### config.mk
export PLATFORM = sky130hd
export DESIGN_NAME = counter_updn_mod
export DESIGN_NICKNAME = d
export VERILOG_FILES = /design/src/rtl/counter_pkg.sv /design/src/rtl/counter_updn_mod_next.sv /design/src/rtl/counter_updn_mod.sv
export SDC_FILE = /design/constraint.sdc
export NUM_CORES = 1
export LEC_CHECK = 0
export ABC_CLOCK_PERIOD_IN_PS = 7550
export CAP_MARGIN = 20
export CORE_UTILIZATION = 54
export CTS_BUF_LIST = sky130_fd_sc_hd__clkbuf_16
export DETAILED_ROUTE_END_ITERATION = 8
export GPL_ROUTABILITY_DRIVEN = 0
export HOLD_SLACK_MARGIN = 0.03
export MAX_ROUTING_LAYER = met4
export PLACE_DENSITY = 0.84
export SLEW_MARGIN = 20
export SYNTH_ARGS = -nofsm -noshare
export SYNTH_HDL_FRONTEND = slang
export SYNTH_HIERARCHICAL = 1
export SYNTH_SLANG_ARGS = --single-unit
export TNS_END_PERCENT = 5
### constraint.sdc
create_clock -name clk50m -period 7.55 [get_ports clk50m]
set_clock_uncertainty 0.1 [all_clocks]
set_input_delay 1.8875 -clock clk50m [delete_from_list [all_inputs] [get_ports clk50m]]
set_output_delay 1.8875 -clock clk50m [all_outputs]
set_load 0.01 [all_outputs]
### src/rtl/counter_pkg.sv
// ---------------------------------------------------------------------------
// counter_pkg
// Shared types and default widths for the up/down modulus counter
// (counter_updn_mod and its combinational next-state block).
//
// Contents:
//   CNT_WIDTH_DEF / CNT_STEP_W_DEF - default counter and step widths
//   CNT_WRAP_W_DEF                 - default wrap-event counter width
//                                    (only with CNT_WRAP_COUNT_EN)
//   cnt_mode_e                     - wrap / saturate mode, matched against the sat port
//   cnt_status_t                   - registered boundary pulse and range flags
// ---------------------------------------------------------------------------
package counter_pkg;

    localparam int CNT_WIDTH_DEF  = 8;
    localparam int CNT_STEP_W_DEF = 4;
`ifdef CNT_WRAP_COUNT_EN
    localparam int CNT_WRAP_W_DEF = 8;
`endif

    typedef enum logic {
        CNT_WRAP = 1'b0,
        CNT_SAT  = 1'b1
    } cnt_mode_e;

    typedef struct packed {
        logic tc;       // one-cycle boundary pulse
        logic at_max;   // cnt == limit
        logic at_zero;  // cnt == 0
    } cnt_status_t;

endpackage : counter_pkg

### src/rtl/counter_updn_mod_next.sv
// ---------------------------------------------------------------------------
// counter_updn_mod_next
// Purely combinational next-count calculation for one enabled counting cycle:
// step clamping, wrap/saturate handling and recovery from an out-of-range
// count. Load, enable and reset priority live in the parent.
//
// Ports:
//   cnt_i      [WIDTH-1:0]  current count
//   step_i     [STEP_W-1:0] requested step magnitude (0 = hold)
//   limit_i    [WIDTH-1:0]  upper bound, legal range 0..limit
//   down_i                  0 = count up, 1 = count down
//   sat_i                   0 = wrap, 1 = saturate (see cnt_mode_e)
//   cnt_nxt_o  [WIDTH-1:0]  count after this step
//   tc_o                    boundary event on this step
// ---------------------------------------------------------------------------
module counter_updn_mod_next
    import counter_pkg::*;
#(
    parameter int WIDTH  = CNT_WIDTH_DEF,
    parameter int STEP_W = CNT_STEP_W_DEF
) (
    input  logic [WIDTH-1:0]  cnt_i,
    input  logic [STEP_W-1:0] step_i,
    input  logic [WIDTH-1:0]  limit_i,
    input  logic              down_i,
    input  logic              sat_i,
    output logic [WIDTH-1:0]  cnt_nxt_o,
    output logic              tc_o
);

    // One extra bit so limit+1 (the modulus) is representable even when
    // limit is all ones; the step compare is widened if the step port is wider.
    localparam int MW = (STEP_W > WIDTH + 1) ? STEP_W : WIDTH + 1;

    typedef logic [WIDTH:0] ext_t;

    typedef struct packed {
        logic [WIDTH-1:0] value;
        logic             tc;
    } next_t;

    ext_t      cnt_e;
    ext_t      lim_e;
    ext_t      modulus;
    ext_t      s_eff;
    ext_t      sum;
    cnt_mode_e mode;
    next_t     res;

    // NOTE: every variable written here gets a default before any branch, so
    // no path leaves a value unassigned and no latch can be inferred.
    always_comb begin
        cnt_e     = {1'b0, cnt_i};
        lim_e     = {1'b0, limit_i};
        modulus   = lim_e + ext_t'(1);
        // A step larger than the modulus is clamped to the modulus.
        s_eff     = (MW'(step_i) > MW'(modulus)) ? modulus : ext_t'(step_i);
        mode      = cnt_mode_e'(sat_i);
        sum       = cnt_e + s_eff;
        res.value = cnt_i;
        res.tc    = 1'b0;

        if (s_eff == '0) begin
            // zero step: hold
        end else if (cnt_e > lim_e) begin
            // Out of range after a load or a lowered limit: snap back into range.
            res.tc = 1'b1;
            if (down_i || mode == CNT_SAT) begin
                res.value = limit_i;
            end else begin
                res.value = '0;
            end
        end else if (!down_i) begin
            if (sum <= lim_e) begin
                res.value = sum[WIDTH-1:0];
            end else if (mode == CNT_WRAP) begin
                res.value = WIDTH'(sum - modulus);
                res.tc    = 1'b1;
            end else if (cnt_i != limit_i) begin
                // Saturation only pulses when the count actually moves to the bound.
                res.value = limit_i;
                res.tc    = 1'b1;
            end
        end else begin
            if (cnt_e >= s_eff) begin
                res.value = WIDTH'(cnt_e - s_eff);
            end else if (mode == CNT_WRAP) begin
                res.value = WIDTH'(cnt_e + modulus - s_eff);
                res.tc    = 1'b1;
            end else if (cnt_i != '0) begin
                res.value = '0;
                res.tc    = 1'b1;
            end
        end
    end

    assign cnt_nxt_o = res.value;
    assign tc_o      = res.tc;

endmodule : counter_updn_mod_next

### src/rtl/counter_updn_mod.sv
// ---------------------------------------------------------------------------
// counter_updn_mod
// Up/down counter with run-time modulus (limit+1), programmable step,
// synchronous load and wrap or saturate mode. Produces a registered
// one-cycle terminal-count pulse and registered range flags. All logic runs
// on the rising edge of clk50m; rst is synchronous and active high.
// Priority: rst > load > en.
//
// Optional build macro: CNT_WRAP_COUNT_EN adds the WRAP_W parameter and the
// wraps output, a saturating count of tc pulses cleared by rst and load.
//
// Ports:
//   clk50m                 system clock
//   rst                    synchronous active-high reset
//   en                     count enable, one step per enabled cycle
//   down                   0 = up, 1 = down
//   load                   synchronous load strobe
//   load_val [WIDTH-1:0]   value loaded on load (stored as-is, even above limit)
//   step     [STEP_W-1:0]  step magnitude, 0 = hold
//   limit    [WIDTH-1:0]   upper bound of the count range
//   sat                    0 = wrap, 1 = saturate
//   cnt      [WIDTH-1:0]   current count
//   tc                     registered boundary pulse
//   at_max                 registered cnt == limit
//   at_zero                registered cnt == 0
//   wraps    [WRAP_W-1:0]  tc event count (CNT_WRAP_COUNT_EN only)
// ---------------------------------------------------------------------------
module counter_updn_mod
    import counter_pkg::*;
#(
    parameter int WIDTH  = CNT_WIDTH_DEF,
    parameter int STEP_W = CNT_STEP_W_DEF
`ifdef CNT_WRAP_COUNT_EN
   ,parameter int WRAP_W = CNT_WRAP_W_DEF
`endif
) (
    input  logic              clk50m,
    input  logic              rst,
    input  logic              en,
    input  logic              down,
    input  logic              load,
    input  logic [WIDTH-1:0]  load_val,
    input  logic [STEP_W-1:0] step,
    input  logic [WIDTH-1:0]  limit,
    input  logic              sat,
    output logic [WIDTH-1:0]  cnt,
    output logic              tc,
    output logic              at_max,
    output logic              at_zero
`ifdef CNT_WRAP_COUNT_EN
   ,output logic [WRAP_W-1:0] wraps
`endif
);

    logic [WIDTH-1:0] cnt_q;
    logic [WIDTH-1:0] cnt_d;
    logic [WIDTH-1:0] step_cnt;
    logic             step_tc;
    cnt_status_t      status_q;
    cnt_status_t      status_d;

    counter_updn_mod_next #(
        .WIDTH  (WIDTH),
        .STEP_W (STEP_W)
    ) u_next (
        .cnt_i     (cnt_q),
        .step_i    (step),
        .limit_i   (limit),
        .down_i    (down),
        .sat_i     (sat),
        .cnt_nxt_o (step_cnt),
        .tc_o      (step_tc)
    );

    // Load beats enable; the flags are derived from the next count and the
    // limit presented this cycle so they line up with cnt.
    always_comb begin
        cnt_d       = cnt_q;
        status_d.tc = 1'b0;
        if (load) begin
            cnt_d = load_val;
        end else if (en) begin
            cnt_d       = step_cnt;
            status_d.tc = step_tc;
        end
        status_d.at_max  = (cnt_d == limit);
        status_d.at_zero = (cnt_d == '0);
    end

    // NOTE: state registers use non-blocking assignments so every flop samples
    // the pre-edge values, independent of statement order.
    always_ff @(posedge clk50m) begin
        if (rst) begin
            cnt_q            <= '0;
            status_q.tc      <= 1'b0;
            status_q.at_max  <= (limit == '0);
            status_q.at_zero <= 1'b1;
        end else begin
            cnt_q    <= cnt_d;
            status_q <= status_d;
        end
    end

`ifdef CNT_WRAP_COUNT_EN
    logic [WRAP_W-1:0] wraps_q;

    always_ff @(posedge clk50m) begin
        if (rst || load) begin
            wraps_q <= '0;
        end else if (status_d.tc && (wraps_q != '1)) begin
            wraps_q <= wraps_q + WRAP_W'(1);
        end
    end

    assign wraps = wraps_q;
`endif

    assign cnt     = cnt_q;
    assign tc      = status_q.tc;
    assign at_max  = status_q.at_max;
    assign at_zero = status_q.at_zero;

endmodule : counter_updn_mod

==> flow_summary_export.csv <==
group,metric,value,unit
status,status,"finished with violations",
status,violations,"DRC, setup timing",
power,ir_drop,0.102,mV
cells_and_area,fin_nets,681,
setup_path,cp_data_required_time,7630,ps
yosys,netlist_top_cells_area,"ha_1 (17%), dfxtp_1 (6.0%), fa_1 (5.5%)",
yosys,synth_area,3660,µm²
setup_path,r2r_cells,20,
global_route,grt_pass1_vias,4129,
die,die_y,84.3,µm
clock_tree,cts_tree,"built",
global_route,grt_busiest_layer,"met2",
setup_path,crit_fanout,6,
place,hpwl,10.0,mm
route,drt-initial-drc-count,843,
yosys,async_flop_share,0,%
clock_tree,root_buffer,"clkbuf_16",
global_route,met3_usage,4.23,%
setup_path,reg2reg_slack,2300,ps
power,p_sw,0.000475,W
setup_path,arrival,7820,ps
place,io_buffers,36,
global_route,antenna_found_initial,0,
setup_path,cp-endpoint,"at_max$_DFF_P_",
timing,fin_hold_ws,882,ps
die,ioPinCount,37,
yosys,yosys.area_share.simple,21.8,%
yosys,synth-xor-area-share,8.03,%
power,pwr-share-clk,10.4,%
global_route,grt_util_met2,64.2,%
power,share_comb_of_total_power,80.7,%
setup_path,criticalPathCategory,"input port to flip-flop",
clock_tree,cts_inserted_buffers,3,
cells_and_area,design_area,5000,µm²
timing,hold_violations,0,
route,wire_per_inst,22.7,µm
yosys,synth-seq-area-share,6.02,%
yosys,synthDominantCellAreaShare,17.1,%
route,vias,4651,
job,drv_cap,0,
yosys,yosys-top-cells-count,"ha_1 (50), nor2_1 (48), inv_1 (44)",
setup_path,crit_family,"compound AO/OA/AOI/OAI gates",
place,place_area,4600,µm²
global_route,grt_use_total,37.6,%
global_route,grt_util_met1,44.6,%
cells_and_area,n_antenna_cell,0,
setup_path,rr_startpoint,"cnt[1]$_SDFF_PP0_",
cells_and_area,postLayoutCoreUtil,77.5,%
timing,final-setup-viol-count,1,
setup_path,cp-startpoint,"limit[0]",
clock_tree,cts_hold_buf,0,
die,start_util,56.7,%
cells_and_area,drive_gt1_share,26.9,%
timing,finalCritPeriodShare,103,%
setup_path,cp-start-kind,"input port",
die,rows,29,
die,die-area,7110,µm²
setup_path,timing.rr.end,"at_max$_DFF_P_",
route,dr.pass1.iters,9,
power,swShare,48.5,%
global_route,grt_pass1_wl,20.5,mm
global_route,gr-total-overflow,0,
setup_path,end_kind,"flip-flop",
clock_tree,clk_pin_slew,60,ps
route,via_per_inst,6.93,
route,drtAntennaViolNets,0,
power,power,0.000981,W
timing,finalCriticalPeriod,7740,ps
cells_and_area,area_delta_synth_final,36.7,%
yosys,yosysUniqueCellTypes,80,
yosys,synth_top_family_by_area,"compound AO/OA/AOI/OAI gates",
clock_tree,ctsHtreeMaxLevel,1,
die,fp.coreArea,6460,µm²
clock_tree,clk_latency,250,ps
power,seqPwrFrac,8.8,%
setup_path,cpMostUsedCell,"ha_4",
die,fp.dieW,84.3,µm
setup_path,cp_slowest_cell,"a221oi_2",
timing,max-slew-margin-rel,25.4,%
yosys,yosysMostFrequentCell,"ha_1",
setup_path,worstSetupPathDepth,31,
clock_tree,clk_path_buf_depth,2,
yosys,yosys_warnings,6,
yosys,synth-edff-count,0,
yosys,yosysTopAreaCell,"ha_1",
clock_tree,clock_sinks,11,
yosys,synth_fa_ha_area_share,23.1,%
power,p_leak,2.33,nW
yosys,synth.mux.area_fraction,9.40,%
power,p_per_area,196,nW/µm²
timing,drv_slew,0,
yosys,avgSynthCellArea,7.67,µm²
power,internal-power,0.000505,W
global_route,grt_max_degree,22,
yosys,synth_compound_area_share,23.8,%
setup_path,slowest_delay,340,ps
route,drc,8,
timing,max_freq,0.129,GHz
yosys,syn_inst,477,
timing,fin_ws,-193,ps
route,routed_wl,15.3,mm
yosys,ys.flop_type,"dfxtp_1",
timing,worstMarginPinSlew,1110,ps
yosys,ys_ff_latch,11,
setup_path,worst-path-buf-inv,4,
worst_hold_path,min_path_type,"flip-flop to flip-flop",
## cell type report
cell class | count | area, µm²
Multi-Input combinational cell | 412 | 3420
Clock inverter | 1 | 3.75
Inverter | 49 | 184
Timing Repair Buffer | 118 | 1000
Clock buffer | 3 | 75.1
Tap cell | 77 | 96.3
Sequential cell | 11 | 220
Fill cell | 418 | 1460
## logic make-up after synthesis
logic type | count (synthesis)
AOI/OAI and AO/OA | 126
xor gates and xnor gates | 31
muxes | 26
DFF | 11
and+or+nand+nor | 154
adders and majority gates | 62
other | 2
buffers and inverters | 65
## registers in the layout, summed over array words and instances, names as in the netlist
signal,flops
tc,1
at_max,1
at_zero,1
cnt,8
## power groups by stage
stage               Combinational [W]  Clock (W)  Sequential, W
CTS                          0.000714  0.0000991      0.0000836
finish                       0.000792   0.000102      0.0000867
detailed placement           0.000676          0      0.0000840
global placement             0.000649          0      0.0000834
global route                 0.000841   0.000105      0.0000872
floorplan                    0.000440          0      0.0000786
## per-stage QoR
step / instances / setup TNS, ps / setup slack (ps)
after global routing: 671 / -1190 / -465
after detailed placement: 656 / -5880 / -815
after CTS: 665 / 0 / 8.50
after global placement: 656 / -3460 / -524
final: 671 / -193 / -193
after floorplan: 488 / 0 / 25.6
## cell usage in the layout (no fill, tap or decap), types with 12 or more instances in the layout
cell type,synthesis,layout
xnor2_1,16,14
o21ai_0,26,21
clkdlybuf4s50_1,0,28
nand2_1,31,30
nand4_1,13,13
conb_1,2,13
ha_1,50,45
nor2_1,48,46
mux2i_1,12,12
a21oi_1,26,24
buf_4,1,77
inv_1,44,42
## what timing repair did
item                                    in CTS  in global routing
setup buffers                                5                  6
endpoints found under the setup margin      10                 10
pin swaps                                   20                 21
resized for setup                           27                 37
## worst min-delay path by stage
| stage | from | endpoint | depth (start not counted) |
|---|---|---|---|
| floorplan | cnt[6]$_SDFF_PP0_ | cnt[6]$_SDFF_PP0_ | 3 |
| global placement | cnt[6]$_SDFF_PP0_ | at_max$_DFF_P_ | 4 |
| detailed placement | cnt[6]$_SDFF_PP0_ | at_max$_DFF_P_ | 4 |
| CTS | cnt[6]$_SDFF_PP0_ | at_max$_DFF_P_ | 4 |
| global route | cnt[6]$_SDFF_PP0_ | at_max$_DFF_P_ | 4 |
| finish | cnt[6]$_SDFF_PP0_ | at_max$_DFF_P_ | 4 |
## worst reg2reg max path, stage by stage, from the launching register on
cell      delay (ps)
dfxtp_1          710
inv_1            280
fa_2             440
nand2b_4         160
a21oi_1          150
nor2_1            60
xor2_1           220
ha_1             290
and4_1           190
a221oi_2         340
o21ai_2          140
and3_2           250
o21ai_0          260
nand2_1           90
a31oi_1          240
o31ai_1          120
mux2i_1          320
xnor2_2          210
o32ai_1          240
nand4_1          190
o21ai_1          180
## layer usage
| layer | part of all wire (%) | vias up | wire, µm |
|---|---|---|---|
| met5 | 0 | - | 0 |
| li1 | - | 1936 | - |
| met3 | 13 | 139 | 1960 |
| met1 | 35 | 2134 | 5330 |
| met4 | 7.2 | 0 | 1100 |
| met2 | 45 | 442 | 6870 |
Power figures use the tool's default switching activity.
==> RTL edit: new RTL, same settings <==
Add an input register stage for `en`, `down`, `load_val`, `step`, `limit` and `sat`; this delays them by one clock. The other inputs are not delayed to match. Comments in the files are not updated.
--- a/src/rtl/counter_updn_mod.sv
+++ b/src/rtl/counter_updn_mod.sv
@@ -52,6 +52,22 @@
 `endif
 );
 
+    logic en_q;
+    logic down_q;
+    logic [WIDTH-1:0] load_val_q;
+    logic [STEP_W-1:0] step_q;
+    logic [WIDTH-1:0] limit_q;
+    logic sat_q;
+
+    always_ff @(posedge clk50m) begin
+        en_q       <= en;
+        down_q     <= down;
+        load_val_q <= load_val;
+        step_q     <= step;
+        limit_q    <= limit;
+        sat_q      <= sat;
+    end
+
     logic [WIDTH-1:0] cnt_q;
     logic [WIDTH-1:0] cnt_d;
     logic [WIDTH-1:0] step_cnt;
@@ -64,10 +80,10 @@
         .STEP_W (STEP_W)
     ) u_next (
         .cnt_i     (cnt_q),
-        .step_i    (step),
-        .limit_i   (limit),
-        .down_i    (down),
-        .sat_i     (sat),
+        .step_i    (step_q),
+        .limit_i   (limit_q),
+        .down_i    (down_q),
+        .sat_i     (sat_q),
         .cnt_nxt_o (step_cnt),
         .tc_o      (step_tc)
     );
@@ -78,12 +94,12 @@
         cnt_d       = cnt_q;
         status_d.tc = 1'b0;
         if (load) begin
-            cnt_d = load_val;
-        end else if (en) begin
+            cnt_d = load_val_q;
+        end else if (en_q) begin
             cnt_d       = step_cnt;
             status_d.tc = step_tc;
         end
-        status_d.at_max  = (cnt_d == limit);
+        status_d.at_max  = (cnt_d == limit_q);
         status_d.at_zero = (cnt_d == '0);
     end
 
@@ -93,7 +109,7 @@
         if (rst) begin
             cnt_q            <= '0;
             status_q.tc      <= 1'b0;
-            status_q.at_max  <= (limit == '0);
+            status_q.at_max  <= (limit_q == '0);
             status_q.at_zero <= 1'b1;
         end else begin
             cnt_q    <= cnt_d;
Formal check against the unedited RTL: not equivalent (Yosys sat finds a counterexample within 4 cycles, from zero or initial values and one cycle with rst high).
==> RTL edit against the unedited design <==
Synthesized area grew 12%. Total power increased by 1.2%. Worst setup slack improved by 0.70 ns. Via count shrank 12%. Synthesized cell count rose by 3.8%. Routed wire length is 22% lower. Critical path depth down 5. Final area down 5.9%. Sequential cell count rose by 23. Critical path type is now reg2reg.
==> RTL edit: results (changes against the unedited design) <==
| Metric | Value |
|---|---|
| Pleak | `0.00200 uW (-14%)` |
| M1 WL | `4990 microns (-6.4%)` |
| Post-DP HPWL | `9050 microns (-9.9%)` |
| Worst path max stage delay | `0.53 ns (+0.19 ns)` |
| Sequential cell area fraction in the yosys report | `0.167 (+0.106)` |
| # fillers | `644 (+54%)` |
| Drt wl/cell | `18.5 microns (-19%)` |
| Worst slew margin | `0.389 (+0.135)` |
| Metal3 WL | `1070 microns (-45%)` |
| Post-layout net count | `626 (-8.1%)` |
| Top post-synthesis cells by area | `dfxtp_1, ha_1, fa_1, xnor2_1, inv_1` |
| Met3 Resource Use GR | `0.0379 (-0.00442)` |
| Critical path arrival | `7.16 ns (-0.66 ns)` |
| Total GRT Usage | `0.320 (-0.0554)` |
| Clock-pin slew on the worst setup and hold paths | `0.05 ns` |
| Synth Area in Compound Gates | `0.234 (-0.00460)` |
| CTS Buf Count | `5 (+2)` |
| Post-synthesis mux area share | `0.0723 (-0.0217)` |
| First-pass GRT wire length | `18700 microns (-8.8%)` |
| Critical path peak fanout | `18 (+12)` |
| Slowest cell on crit path | `or4b_1` |
| Post-synthesis cell count | `495 (+3.8%)` |
| Layout cells sized above 1 | `0.0739 (-0.195)` |
| Iteration-0 DRC Markers | `596 (-29%)` |
| Vias in the first global route | `3863 (-6.4%)` |
| Dpl ws | `0.443 ns (+1.26 ns)` |
| Met1 Use GR | `0.422 (-0.0249)` |
| Distinct cells, synth | `74 (-7.5%)` |
| Xor/xnor cell area share of the yosys netlist | `0.0701 (-0.0102)` |
| VDD IR max | `0.157 mV (+54%)` |
| Vias per std cell | `6.37 (-8.1%)` |
| Largest net degree at the start of global routing | `20 (-9.1%)` |
| Synth top cells by count | `ha_1, inv_1, nand2_1` |
| Skew-Pair Late Insertion Delay | `0.28 ns (+0.03 ns)` |
| Status | `finished, final reports clean` |
| H-tree levels | `2 (+1)` |
| Adder-cell area share of the yosys netlist | `0.205 (-0.0265)` |
| Placed cells | `630 (-4.0%)` |
==> RTL edit: logic make-up (layout without fill, tap and decap cells) <==
group | Yosys count | in the layout
and+or+nand+nor | 146 | 146
AOI/OAI and AO/OA | 136 | 136
buffers and inverters | 64 | 99
adders and majority gates | 61 | 61
DFF | 34 | 34
xor gates and xnor gates | 31 | 31
muxes | 21 | 21
other | 2 | 13
==> RTL edit: final cells by class <==
| type | instances | area share |
|---|---|---|
| Multi-Input combinational cell | 408 | 0.674 |
| Sequential cell | 34 | 0.145 |
| Timing Repair Buffer | 42 | 0.0861 |
| Inverter | 49 | 0.0391 |
| Clock buffer | 5 | 0.0266 |
| Tap cell | 99 | 0.0263 |
| Clock inverter | 3 | 0.00345 |
==> RTL edit: tightest hold or removal path: stages (launching register included) <==
cell	delay, ns
dfxtp_1	0.35
mux2i_4	0.09
nor2_1	0.08
==> RTL edit: where the power goes <==
| part | internal, uW | switching (uW) | leakage (uW) | total (uW) |
|---|---|---|---|---|
| registers | 192 | 30.2 | 0.000285 | 223 |
| clock network | 120 | 74.0 | 0.0000672 | 194 |
| logic | 253 | 323 | 0.00165 | 576 |
==> RTL edit: path summary, 6_finish.rpt <==
kind,from,end,slack [ns],cells after the start
worst max-delay path,limit_q[1],at_max,0.51,26
worst min-delay path,load_val_q[5],cnt[5],0.46,2
worst max register to register,limit_q[1],at_max,0.51,26
worst min register to register,load_val_q[5],cnt[5],0.46,2
==> RTL edit: stage by stage <==
stage                     cell area, sq um  utilization
final                                 4710        0.646
after global routing                  4710        0.646
after CTS                             4690        0.643
after detailed placement              4550        0.624
after global placement                4550        0.624
after floorplan                       4130            -
==> RTL edit: timing repair <==
action,in CTS,in global routing
buffers inserted,0,1
endpoints found under the setup margin,0,1
gates resized for setup,0,2
